===== config.mk =====
export PLATFORM = sky130hd
export DESIGN_NAME = multicycle_ctrl
export DESIGN_NICKNAME = d
export VERILOG_FILES = /design/src/rtl/multicycle_ctrl.sv
export SDC_FILE = /design/constraint.sdc
export NUM_CORES = 1
export LEC_CHECK = 0
export BUFFER_PORTS_ARGS = -buffer_cell sky130_fd_sc_hd__buf_2
export CAP_MARGIN = 20
export CORE_ASPECT_RATIO = 0.8
export CORE_UTILIZATION = 35
export CTS_BUF_LIST = sky130_fd_sc_hd__clkbuf_8 sky130_fd_sc_hd__clkbuf_16
export CTS_CLUSTER_DIAMETER = 30
export DETAILED_ROUTE_END_ITERATION = 8
export PLACE_DENSITY_LB_ADDON = 0.05
export SYNTH_ARGS = -nofsm -noshare
export SYNTH_HDL_FRONTEND = slang
export SYNTH_SLANG_ARGS = --single-unit

===== constraint.sdc =====
create_clock -name clk -period 1.72 [get_ports clk]
set_input_delay 0.172 -clock clk [delete_from_list [all_inputs] [get_ports clk]]
set_output_delay 0.172 -clock clk [all_outputs]
set_load 0.05 [all_outputs]

===== src/rtl/multicycle_ctrl.sv =====
// Control FSM for the multicycle MIPS datapath. It runs one instruction at a time.
// Datapath controls are decoded from the next state and registered, so they are valid at the start of each cycle.
module multicycle_ctrl (
  input  logic       clk,
  input  logic       reset,
  input  logic [5:0] Opcode,
  input  logic       Stall,
  output logic       PCWrite,
  output logic       PCWriteCond,
  output logic [1:0] PCSource,
  output logic       IorD,
  output logic       MemRead,
  output logic       MemWrite,
  output logic       IRWrite,
  output logic [1:0] RegDst,
  output logic [1:0] MemtoReg,
  output logic       RegWrite,
  output logic       ALUSrcA,
  output logic [1:0] ALUSrcB,
  output logic [1:0] ALUOp,
  output logic       IllegalOp,
  output logic [3:0] State
);

  typedef enum logic [3:0] {
    S_RST       = 4'd0,  S_FETCH    = 4'd1,  S_DECODE   = 4'd2,  S_MEM_ADDR  = 4'd3,
    S_MEM_READ  = 4'd4,  S_MEM_WB   = 4'd5,  S_MEM_WRITE = 4'd6, S_R_EXEC    = 4'd7,
    S_R_WB      = 4'd8,  S_BEQ      = 4'd9,  S_BNE      = 4'd10, S_JUMP      = 4'd11,
    S_JAL       = 4'd12, S_ADDI_EXEC = 4'd13, S_ADDI_WB = 4'd14, S_ILLEGAL   = 4'd15
  } state_t;

  typedef struct packed {
    logic       pcwrite;
    logic       pcwritecond;
    logic [1:0] pcsource;
    logic       iord;
    logic       memread;
    logic       memwrite;
    logic       irwrite;
    logic [1:0] regdst;
    logic [1:0] memtoreg;
    logic       regwrite;
    logic       alusrca;
    logic [1:0] alusrcb;
    logic [1:0] aluop;
    logic       illegal;
  } ctrl_t;

  state_t st;
  ctrl_t  ctl;
  logic   is_sw;
  logic   stall_hold;

  function automatic state_t next_state(state_t s, logic [5:0] op, logic stall, logic sw);
    next_state = S_FETCH;
    case (s)
      S_RST:       next_state = S_FETCH;
      S_FETCH:     next_state = stall ? S_FETCH : S_DECODE;
      S_DECODE: begin
        case (op)
          6'b000000:            next_state = S_R_EXEC;
          6'b100011, 6'b101011: next_state = S_MEM_ADDR;
          6'b000100:            next_state = S_BEQ;
          6'b000101:            next_state = S_BNE;
          6'b000010:            next_state = S_JUMP;
          6'b000011:            next_state = S_JAL;
          6'b001000:            next_state = S_ADDI_EXEC;
          default:              next_state = S_ILLEGAL;
        endcase
      end
      S_MEM_ADDR:  next_state = sw ? S_MEM_WRITE : S_MEM_READ;
      S_MEM_READ:  next_state = stall ? S_MEM_READ : S_MEM_WB;
      S_MEM_WRITE: next_state = stall ? S_MEM_WRITE : S_FETCH;
      S_R_EXEC:    next_state = S_R_WB;
      S_ADDI_EXEC: next_state = S_ADDI_WB;
      default:     next_state = S_FETCH;
    endcase
  endfunction

  function automatic ctrl_t decode(state_t s);
    decode = '0;
    case (s)
      S_FETCH: begin
        decode.memread = 1'b1; decode.irwrite = 1'b1; decode.pcwrite = 1'b1;
        decode.alusrcb = 2'b01;
      end
      S_DECODE:    decode.alusrcb = 2'b11;
      S_MEM_ADDR:  begin decode.alusrca = 1'b1; decode.alusrcb = 2'b10; end
      S_MEM_READ:  begin decode.memread = 1'b1; decode.iord = 1'b1; end
      S_MEM_WB:    begin decode.regwrite = 1'b1; decode.memtoreg = 2'b01; end
      S_MEM_WRITE: begin decode.memwrite = 1'b1; decode.iord = 1'b1; end
      S_R_EXEC:    begin decode.alusrca = 1'b1; decode.aluop = 2'b10; end
      S_R_WB:      begin decode.regwrite = 1'b1; decode.regdst = 2'b01; end
      S_BEQ, S_BNE: begin
        decode.pcwritecond = 1'b1; decode.alusrca = 1'b1; decode.aluop = 2'b01;
        decode.pcsource = (s == S_BEQ) ? 2'b01 : 2'b10;
      end
      S_JUMP:      begin decode.pcwrite = 1'b1; decode.pcsource = 2'b11; end
      S_JAL: begin
        decode.pcwrite = 1'b1; decode.pcsource = 2'b11; decode.regwrite = 1'b1;
        decode.regdst = 2'b10; decode.memtoreg = 2'b10;
      end
      S_ADDI_EXEC: begin decode.alusrca = 1'b1; decode.alusrcb = 2'b10; end
      S_ADDI_WB:   decode.regwrite = 1'b1;
      S_ILLEGAL:   decode.illegal = 1'b1;
      default:     decode = '0;
    endcase
  endfunction

  always_ff @(posedge clk) begin
    if (reset) begin
      st    <= S_RST;
      ctl   <= '0;
      is_sw <= 1'b0;
    end else begin
      st  <= next_state(st, Opcode, Stall, is_sw);
      ctl <= decode(next_state(st, Opcode, Stall, is_sw));
      if (st == S_DECODE) is_sw <= Opcode[3];
    end
  end

  // Stall is the one input that reaches the outputs. It can only clear write strobes during a memory wait.
  assign stall_hold = Stall && (st == S_FETCH || st == S_MEM_READ || st == S_MEM_WRITE);

  assign PCWrite     = ctl.pcwrite     & ~stall_hold;
  assign PCWriteCond = ctl.pcwritecond & ~stall_hold;
  assign IRWrite     = ctl.irwrite     & ~stall_hold;
  assign MemWrite    = ctl.memwrite    & ~stall_hold;
  assign RegWrite    = ctl.regwrite    & ~stall_hold;
  assign PCSource    = ctl.pcsource;
  assign IorD        = ctl.iord;
  assign MemRead     = ctl.memread;
  assign RegDst      = ctl.regdst;
  assign MemtoReg    = ctl.memtoreg;
  assign ALUSrcA     = ctl.alusrca;
  assign ALUSrcB     = ctl.alusrcb;
  assign ALUOp       = ctl.aluop;
  assign IllegalOp   = ctl.illegal;
  assign State       = st;

endmodule


# Word level (Yosys, flattened, before mapping)
# Index checks and enable logic that the tools add are counted.
[classes]
n_eq_ne = 29
muxes = 22
n_bitwise = 6
reduce_logical = 13
[ops]
columns = ["op", "count"]
rows = [
  ["4-bit one-hot mux with 7 select lines", 2],
  ["4-bit equality test, second input constant", 9],
  ["4-bit by 3-bit equality test with 1-bit output, second input constant", 7],
  ["4-bit by 2-bit equality test with 1-bit output, second input constant", 4],
  ["2-bit one-hot mux with 2 select lines", 4],
  ["6-bit by 2-bit equality test with 1-bit output, second input constant", 2],
  ["6-bit by 3-bit equality test with 1-bit output, second input constant", 2],
  ["6-bit equality test, second input constant", 2],
  ["2-bit OR reduction", 6],
  ["1-bit two-way mux", 10],
  ["4-bit by 1-bit equality test with 1-bit output, second input constant", 2],
  ["6-bit by 4-bit equality test with 1-bit output, second input constant", 1],
  ["6-bit logical NOT", 1],
  ["2-bit two-way mux", 3],
  ["2-bit one-hot mux with 3 select lines", 1],
  ["1-bit AND", 5],
  ["5-bit OR reduction", 1],
  ["4-bit two-way mux", 1],
  ["4-bit OR reduction", 1],
  ["3-bit two-way mux", 1],
  ["3-bit OR reduction", 1],
  ["1-bit logical OR", 2],
  ["1-bit logical AND", 1],
  ["1-bit NOT", 1],
]
[word_totals]
register_bits = 24
input_bits = 9
out_inout_bits = 23
elab_cells = 86

# Depth between registers and ports, before layout
# Gate-level depths: netlist (run 1).
[depth]
word_depth = 8
mapped_depth = 8

# Worst setup path after synthesis (run 1)
# No wires, ideal clock.
[synth_path]
path_type = "reg2reg"
start = "register st[1] (netlist: State[1])"
end = "register ctl, in the netlist ALUSrcA"
setup_time_ps = 117
arrival_time_ps = 2011
slack_ps = -409
path_stages_with_launch = 9
synth_period_minus_slack_ps = 2129
cell_sequence = "dfxtp_1 buf_2 nor2_1 a21oi_1 o22ai_1 nor3_2 buf_2 nor2_1 a32o_1"
[synth_between]
elab_chain_cells = 6
elab_cells_between_ends = 16
[synth_rtl]
columns = ["item", "line", "source"]
rows = [
  ["start: declaration", "49", "state_t st;"],
  ["start signal: assignment", "116", "st <= next_state(st, Opcode, Stall, is_sw);"],
  ["4-bit equality test, or another cell as far along", "56", "case (s)"],
  ["4-bit one-hot mux with 7 select lines *", "56", ""],
  ["4-bit two-way mux *", "111", "if (reset) begin"],
  ["4-bit equality test, or another cell as far along", "82", "case (s)"],
  ["5-bit OR reduction (no source line) *", "n/a", ""],
  ["1-bit two-way mux *", "82", ""],
  ["end signal: assignment", "117", "ctl <= decode(next_state(st, Opcode, Stall, is_sw));"],
  ["end: declaration", "50", "ctrl_t ctl;"],
]
# Mark *: on every way between the ends. The rest lies on a longest branch, timed or not. The select of a mux whose other input is x is not followed.
# A chain may end at the register's enable or synchronous reset.

# Worst setup path after layout (run 1)
[layout_path]
start = "register st[0] (netlist: State[0])"
end = "register ctl, in the netlist ALUSrcB[1]"
[layout_between]
elab_chain_cells = 6
elab_cells_between_ends = 15
[layout_rtl]
columns = ["item", "line"]
rows = [
  ["4-bit equality test, or another cell as far along", "56"],
  ["4-bit one-hot mux with 7 select lines *", "56"],
  ["4-bit two-way mux *", "111"],
  ["4-bit equality test / 4-bit by 2-bit equality test with 1-bit output (equally long branches)", "82"],
  ["2-bit OR reduction (no source line)", "n/a"],
  ["2-bit one-hot mux with 3 select lines *", "82"],
]
# Marked as above.

==> impl_metrics.csv, run 1 <==
group,metric,value,unit
sta,finalCritPeriodShare,98.0,%
critical_path,cp-start-kind,"flip-flop",
critical_path,path_max_fanout,7,
synthesis,yosysWarnings,0,
die,ios,32,
clock_network,cts_buffer_depth,2,
sta,worst_pin_slew,0.408,ns
die,initial_utilization,36.7,%
synthesis,syn_area_per_cell,8.39,um2
cells_and_area,final_common_cell,"buf_2",
sta,fin_crit,1.69,ns
worst_hold_path,hp-class,"in -> reg",
power,vdd_drop_max,0.456,mV
synthesis,yosys.area.top_type,"dfxtp_1",
clock_network,postCtsHoldBufs,0,
synthesis,synth_top_area_share,39.2,%
synthesis,syn-cell-area,1120,um2
place,post-place-ws,-0.185,ns
synthesis,synthArstFlopShare,0,%
power,leakage,0.000724,uW
sta,fmax,0.593,GHz
synthesis,synth.net_count,143,
synthesis,synthFlopType,"dfxtp_1",
cells_and_area,nFillCells,303,
power,p_int,1010,uW
power,p_sw_share,36.7,%
cells_and_area,final_nets,190,
die,core_area,3060,um2
global_route,grt_max_degree,13,
die,die-area,3450,um2
clock_network,cts_buffers,3,
place,gp_congestion,0.859,
die,rows,18,
sta,relSlewSlack,72.6,%
clock_network,clk_pin_slew,0.08,ns
clock_network,root_buffer,"clkbuf_8",
sta,hold_viol,0,
sta,rsz0062_at_grt,"true",
place,placed_area,1400,um2
job,maxCapViolCount,0,
die,fp.dieW,65.4,um
cells_and_area,fin_util,55.1,%
synthesis,synth-seq-cells,22,
place,port_buffers,31,
route,wire_per_inst,12.7,um
place,hpwl,1940,um
power,comb_power_share,43.7,%
clock_network,clkLatencyLatePin,0.26,ns
sta,report.final.setup_viol,0,
sta,fin_tns_setup,0,ns
power,p_total,1590,uW
clock_network,cts.htree.levels,1,
global_route,grt_overflow,0,
global_route,grt_pass1_vias,1002,
synthesis,ys_top_cells_by_area,"dfxtp_1 (39%), buf_4 (7.3%), nor2_1 (4.7%), and2_1 (3.9%), a21oi_1 (3.1%)",
power,p_clk_share,20.1,%
global_route,antenna_found_initial,0,
die,dieHeight,52.7,um
global_route,grt_use_total,17.6,%
cells_and_area,final_cell_area,1690,um2
critical_path,crit_path_end_kind,"flip-flop",
synthesis,synth.distinct_cells,43,
route,wl,2800,um
power,power.switching,583,uW
route,drc,0,
sta,drv_slew,0,
route,dr.pass1.iters,4,
global_route,grt_pass1_wl,4570,um
power,p_seq_share,36.2,%
route,drtIter0Drc,30,
synthesis,postSynthCellCount,134,
outcome,status,"complete, no violations",
power,power.density,942,nW/um2
critical_path,cp.required,1.91,ns
cells_and_area,layout_common_cells,"buf_2 (26), buf_4 (24), dfxtp_1 (18)",
critical_path,worstPathArrival,1.88,ns
route,vias,1093,
cells_and_area,drive_above_1_share,52.2,%
route,viasPerCell,4.97,
cells_and_area,syn_to_final_growth,49.9,%
cells_and_area,diodes,0,
synthesis,seq_area_frac_synth,39.2,%
clock_network,clkSinkCount,22,
critical_path,path_class,"reg -> reg",
route,ant_nets,0,
sta,skew,0.00389,ns
clock_network,cts_tree,"built",
synthesis,synth-edff-count,0,
sta,fin_ws,0.0350,ns
worst paths after layout:
| kind | from | endpoint | slack [ns] | depth (start not counted) |
|---|---|---|---|---|
| min reg2reg | is_sw | is_sw | 0.46 | 2 |
| max | State[0] | ALUSrcB[1] | 0.03 | 8 |
| min | reset | ALUSrcB[1] | 0.22 | 2 |
| max reg2reg | State[0] | ALUSrcB[1] | 0.03 | 8 |
synthesized netlist by cell type (2+ instances only):
master,count
buf_2,5
nand2_1,8
and2_1,7
a21oi_1,7
o21ai_0,3
inv_1,2
nor2_1,14
dfxtp_1,22
nand3_1,7
xnor2_1,3
nand2b_1,5
nor3_1,3
nand3b_1,3
nor2b_1,3
nand4_1,4
buf_4,11
area by class of cell:
| type | instances | area, um2 | area share, % |
|---|---|---|---|
| clock buffer | 3 | 41.3 | 2.45 |
| clock inverter | 1 | 3.75 | 0.223 |
| inverter | 2 | 7.51 | 0.445 |
| multi-input combinational | 93 | 708 | 42.0 |
| sequential | 22 | 455 | 27.0 |
| tap | 40 | 50.0 | 2.97 |
| timing repair buffer | 59 | 420 | 24.9 |
registers in the layout, summed over array words and instances (netlist names):
register,count
ctl,5
State,4
ALUSrcB,2
PCSource,2
RegDst,2
ALUOp,1
ALUSrcA,1
IllegalOp,1
IorD,1
MemRead,1
MemtoReg,1
is_sw,1
stage by stage:
stage,hold slack [ns],cells
floorplan,0.319,134
global route,0.225,220
finish,0.222,220
CTS,0.208,216
detailed placement,0.455,206
global placement,0.446,206
critical path, cell delays in order, from the launching register on:
cell      delay, ns
dfxtp_4        0.36
buf_6          0.12
nor2b_4        0.12
nand2_2        0.09
a221oi_4       0.24
nor3_4         0.10
buf_12         0.14
or3_4          0.32
a21oi_2        0.12
metal layers:
metal	GRT usage, %	routed length (um)
met3	4.57	128
met2	27.5	1260
met4	3.26	10
met5	0	0
met1	24.5	1400
cell families (layout without fill, tap and decap cells):
| kind of cell | count (synthesis) | after routing | share of synthesized area (%) |
|---|---|---|---|
| flops | 22 | 22 | 39.2 |
| xor+xnor | 4 | 4 | 3.12 |
| compound gates | 23 | 23 | 14.3 |
| simple gates | 65 | 65 | 31.9 |
| buf+inv | 19 | 65 | 10.6 |
| mux | 1 | 1 | 0.890 |
power groups by stage:
stage	logic (uW)	registers [uW]	clock network [uW]
after CTS	617	575	325
final	694	575	319
after floorplan	345	646	0
after detailed placement	536	589	0
after global placement	531	587	0
after global routing	737	581	352
repair_timing:
item / 4_1_cts / 5_1_grt
gates resized for setup: 13 / 29
hold endpoints to repair: 0 / 0
setup endpoints to repair: 9 / 18
setup buffers: 7 / 5
pin swaps: 7 / 15
No activity file was read; power rests on OpenSTA's default activity.
==> run 2, diff against run 1 <==
Settings changed: CAP_MARGIN 20 to unset, CORE_UTILIZATION 35 to 45.
==> run 2 against run 1 <==
Compared with the run above:
- the flow now finishes with violations (DRC)
- final area shrank 3.1%
- fmax grew 1.3%
- clock power shrank 3%
- first-iteration DRC count shrank 3.3%
- critical path depth shrank 1
- register-to-register slack gained 0.02 ns
- largest cell class unchanged
- clock skew shrank 0.0031 ns
- critical endpoint is now ALUSrcA
==> impl_metrics.csv, run 2 (synthesis gave the netlist of run 1 again) <==
group,metric,value,unit
sta,drv_slew,0,
die,rows,15,
power,vdd_drop_max,0.741,mV
route,drtIter0Drc,29,
power,power.density,955,nW/um2
sta,report.final.setup_viol,0,
clock_network,clkSinkCount,22,
critical_path,crit_slowest_cell,"dfxtp_4",
global_route,grt_pass1_wl,4180,um
outcome,violations,"DRC",
place,port_buffers,31,
sta,worst_pin_slew,0.372,ns
critical_path,crit_path_end_kind,"flip-flop",
die,initial_utilization,49.9,%
cells_and_area,largest_register,"ctl",
route,wl,2760,um
sta,skew,0.000818,ns
critical_path,worstPathArrival,1.81,ns
cells_and_area,layout_common_cells,"buf_2 (26), buf_4 (26), dfxtp_1 (18)",
sta,rsz0062_at_grt,"true",
cells_and_area,syn_to_final_growth,45.3,%
route,ant_nets,0,
sta,hold_viol,0,
cells_and_area,diodes,0,
cells_and_area,final_nets,191,
die,core_area,2250,um2
place,placed_area,1440,um2
cells_and_area,final_cell_area,1630,um2
sta,finalCritPeriodShare,96.7,%
die,dieHeight,46.7,um
sta,fin_crit,1.66,ns
critical_path,cp_cell_sequence,"nor2_1 -> buf_4 -> nand4_1 -> o221ai_4 -> buf_4 -> nor2_1 -> a32o_1",
route,vias,1101,
die,die-area,2700,um2
critical_path,path_class,"reg -> reg",
clock_network,clk_pin_slew,0.07,ns
critical_path,max_stage_delay,0.36,ns
job,maxCapViolCount,0,
worst_hold_path,hp-class,"in -> reg",
clock_network,cts_buffers,3,
place,hpwl,1970,um
clock_network,cts_tree,"built",
route,dr.pass1.iters,6,
cells_and_area,largest_register_ffs,5,
power,p_total,1560,uW
sta,fmax,0.601,GHz
critical_path,path_max_fanout,5,
outcome,status,"finished, violations left",
global_route,grt_pass1_vias,918,
clock_network,root_buffer,"clkbuf_8",
place,gp_congestion,0.819,
route,wire_per_inst,13.4,um
global_route,grt_overflow,0,
cells_and_area,drive_above_1_share,48.6,%
place,post-place-ws,-0.157,ns
die,fp.dieW,57.9,um
global_route,grt_max_degree,13,
critical_path,cp.required,1.87,ns
sta,fin_ws,0.0561,ns
clock_network,cts_buffer_depth,2,
clock_network,postCtsHoldBufs,0,
sta,hold_slack,0.215,ns
clock_network,cts.htree.levels,1,
power,leakage,0.000719,uW
clock_network,clkLatencyLatePin,0.26,ns
route,drc,2,
critical_path,cp-start-kind,"flip-flop",
global_route,antenna_found_initial,0,
route,viasPerCell,5.34,
die,ios,32,
sta,relSlewSlack,74.9,%
global_route,grt_use_total,21.1,%
[run 2: cell count changes in the layout (fill, tap and decap cells not counted), sizes merged]
cell and change:
inv +1, clkinv -1, buf +1
[run 2: stage by stage]
stage,setup TNS (ns),std cells,util [%]
after floorplan,-0.00378,134,-
final,0,206,72.6
after CTS,0,202,66.2
after global routing,-0.0723,206,72.6
after global placement,-0.808,198,63.7
after detailed placement,-1.65,198,63.7
[run 2: per-layer routing]
layer | GRT usage, % | wire (um)
met1 | 29.7 | 1390
met2 | 32.6 | 1160
met3 | 5.90 | 180
met4 | 4.29 | 28
met5 | 0 | 0
[run 2: where the power goes]
group          internal [uW]  switching [uW]
logic                    278             397
clock network            159             151
registers                554            21.3
total                    991             570
[run 2: final cells by class]
| type | count | area, um2 |
|---|---|---|
| clock buffer | 3 | 41.3 |
| clock inverter | 1 | 3.75 |
| sequential | 22 | 455 |
| inverter | 2 | 7.51 |
| fill | 178 | 618 |
| tap | 25 | 31.3 |
| timing repair buffer | 60 | 415 |
| multi-input combinational | 93 | 679 |
[run 2: path summary, 6_finish.rpt]
kind	startpoint	end	slack [ns]	cells past startpoint
setup / recovery	State[3]	ALUSrcA	0.06	7
hold / removal	reset	State[1]	0.21	2
setup reg to reg	State[3]	ALUSrcA	0.06	7
hold reg to reg	is_sw	is_sw	0.49	2
[run 2: repair_timing]
action / in CTS / in global routing
gates resized for setup: 4 / 27
pin swaps: 1 / 8
endpoints found under the setup margin: 6 / 17
setup buffers: 0 / 4
[run 2: worst max-delay path, delay by kind of cell (launching register included)]
family,cells,cell delay [ns]
AOI/OAI and AO/OA,2,0.47
DFF,1,0.36
and+or+nand+nor,3,0.38
buffers and inverters,2,0.34
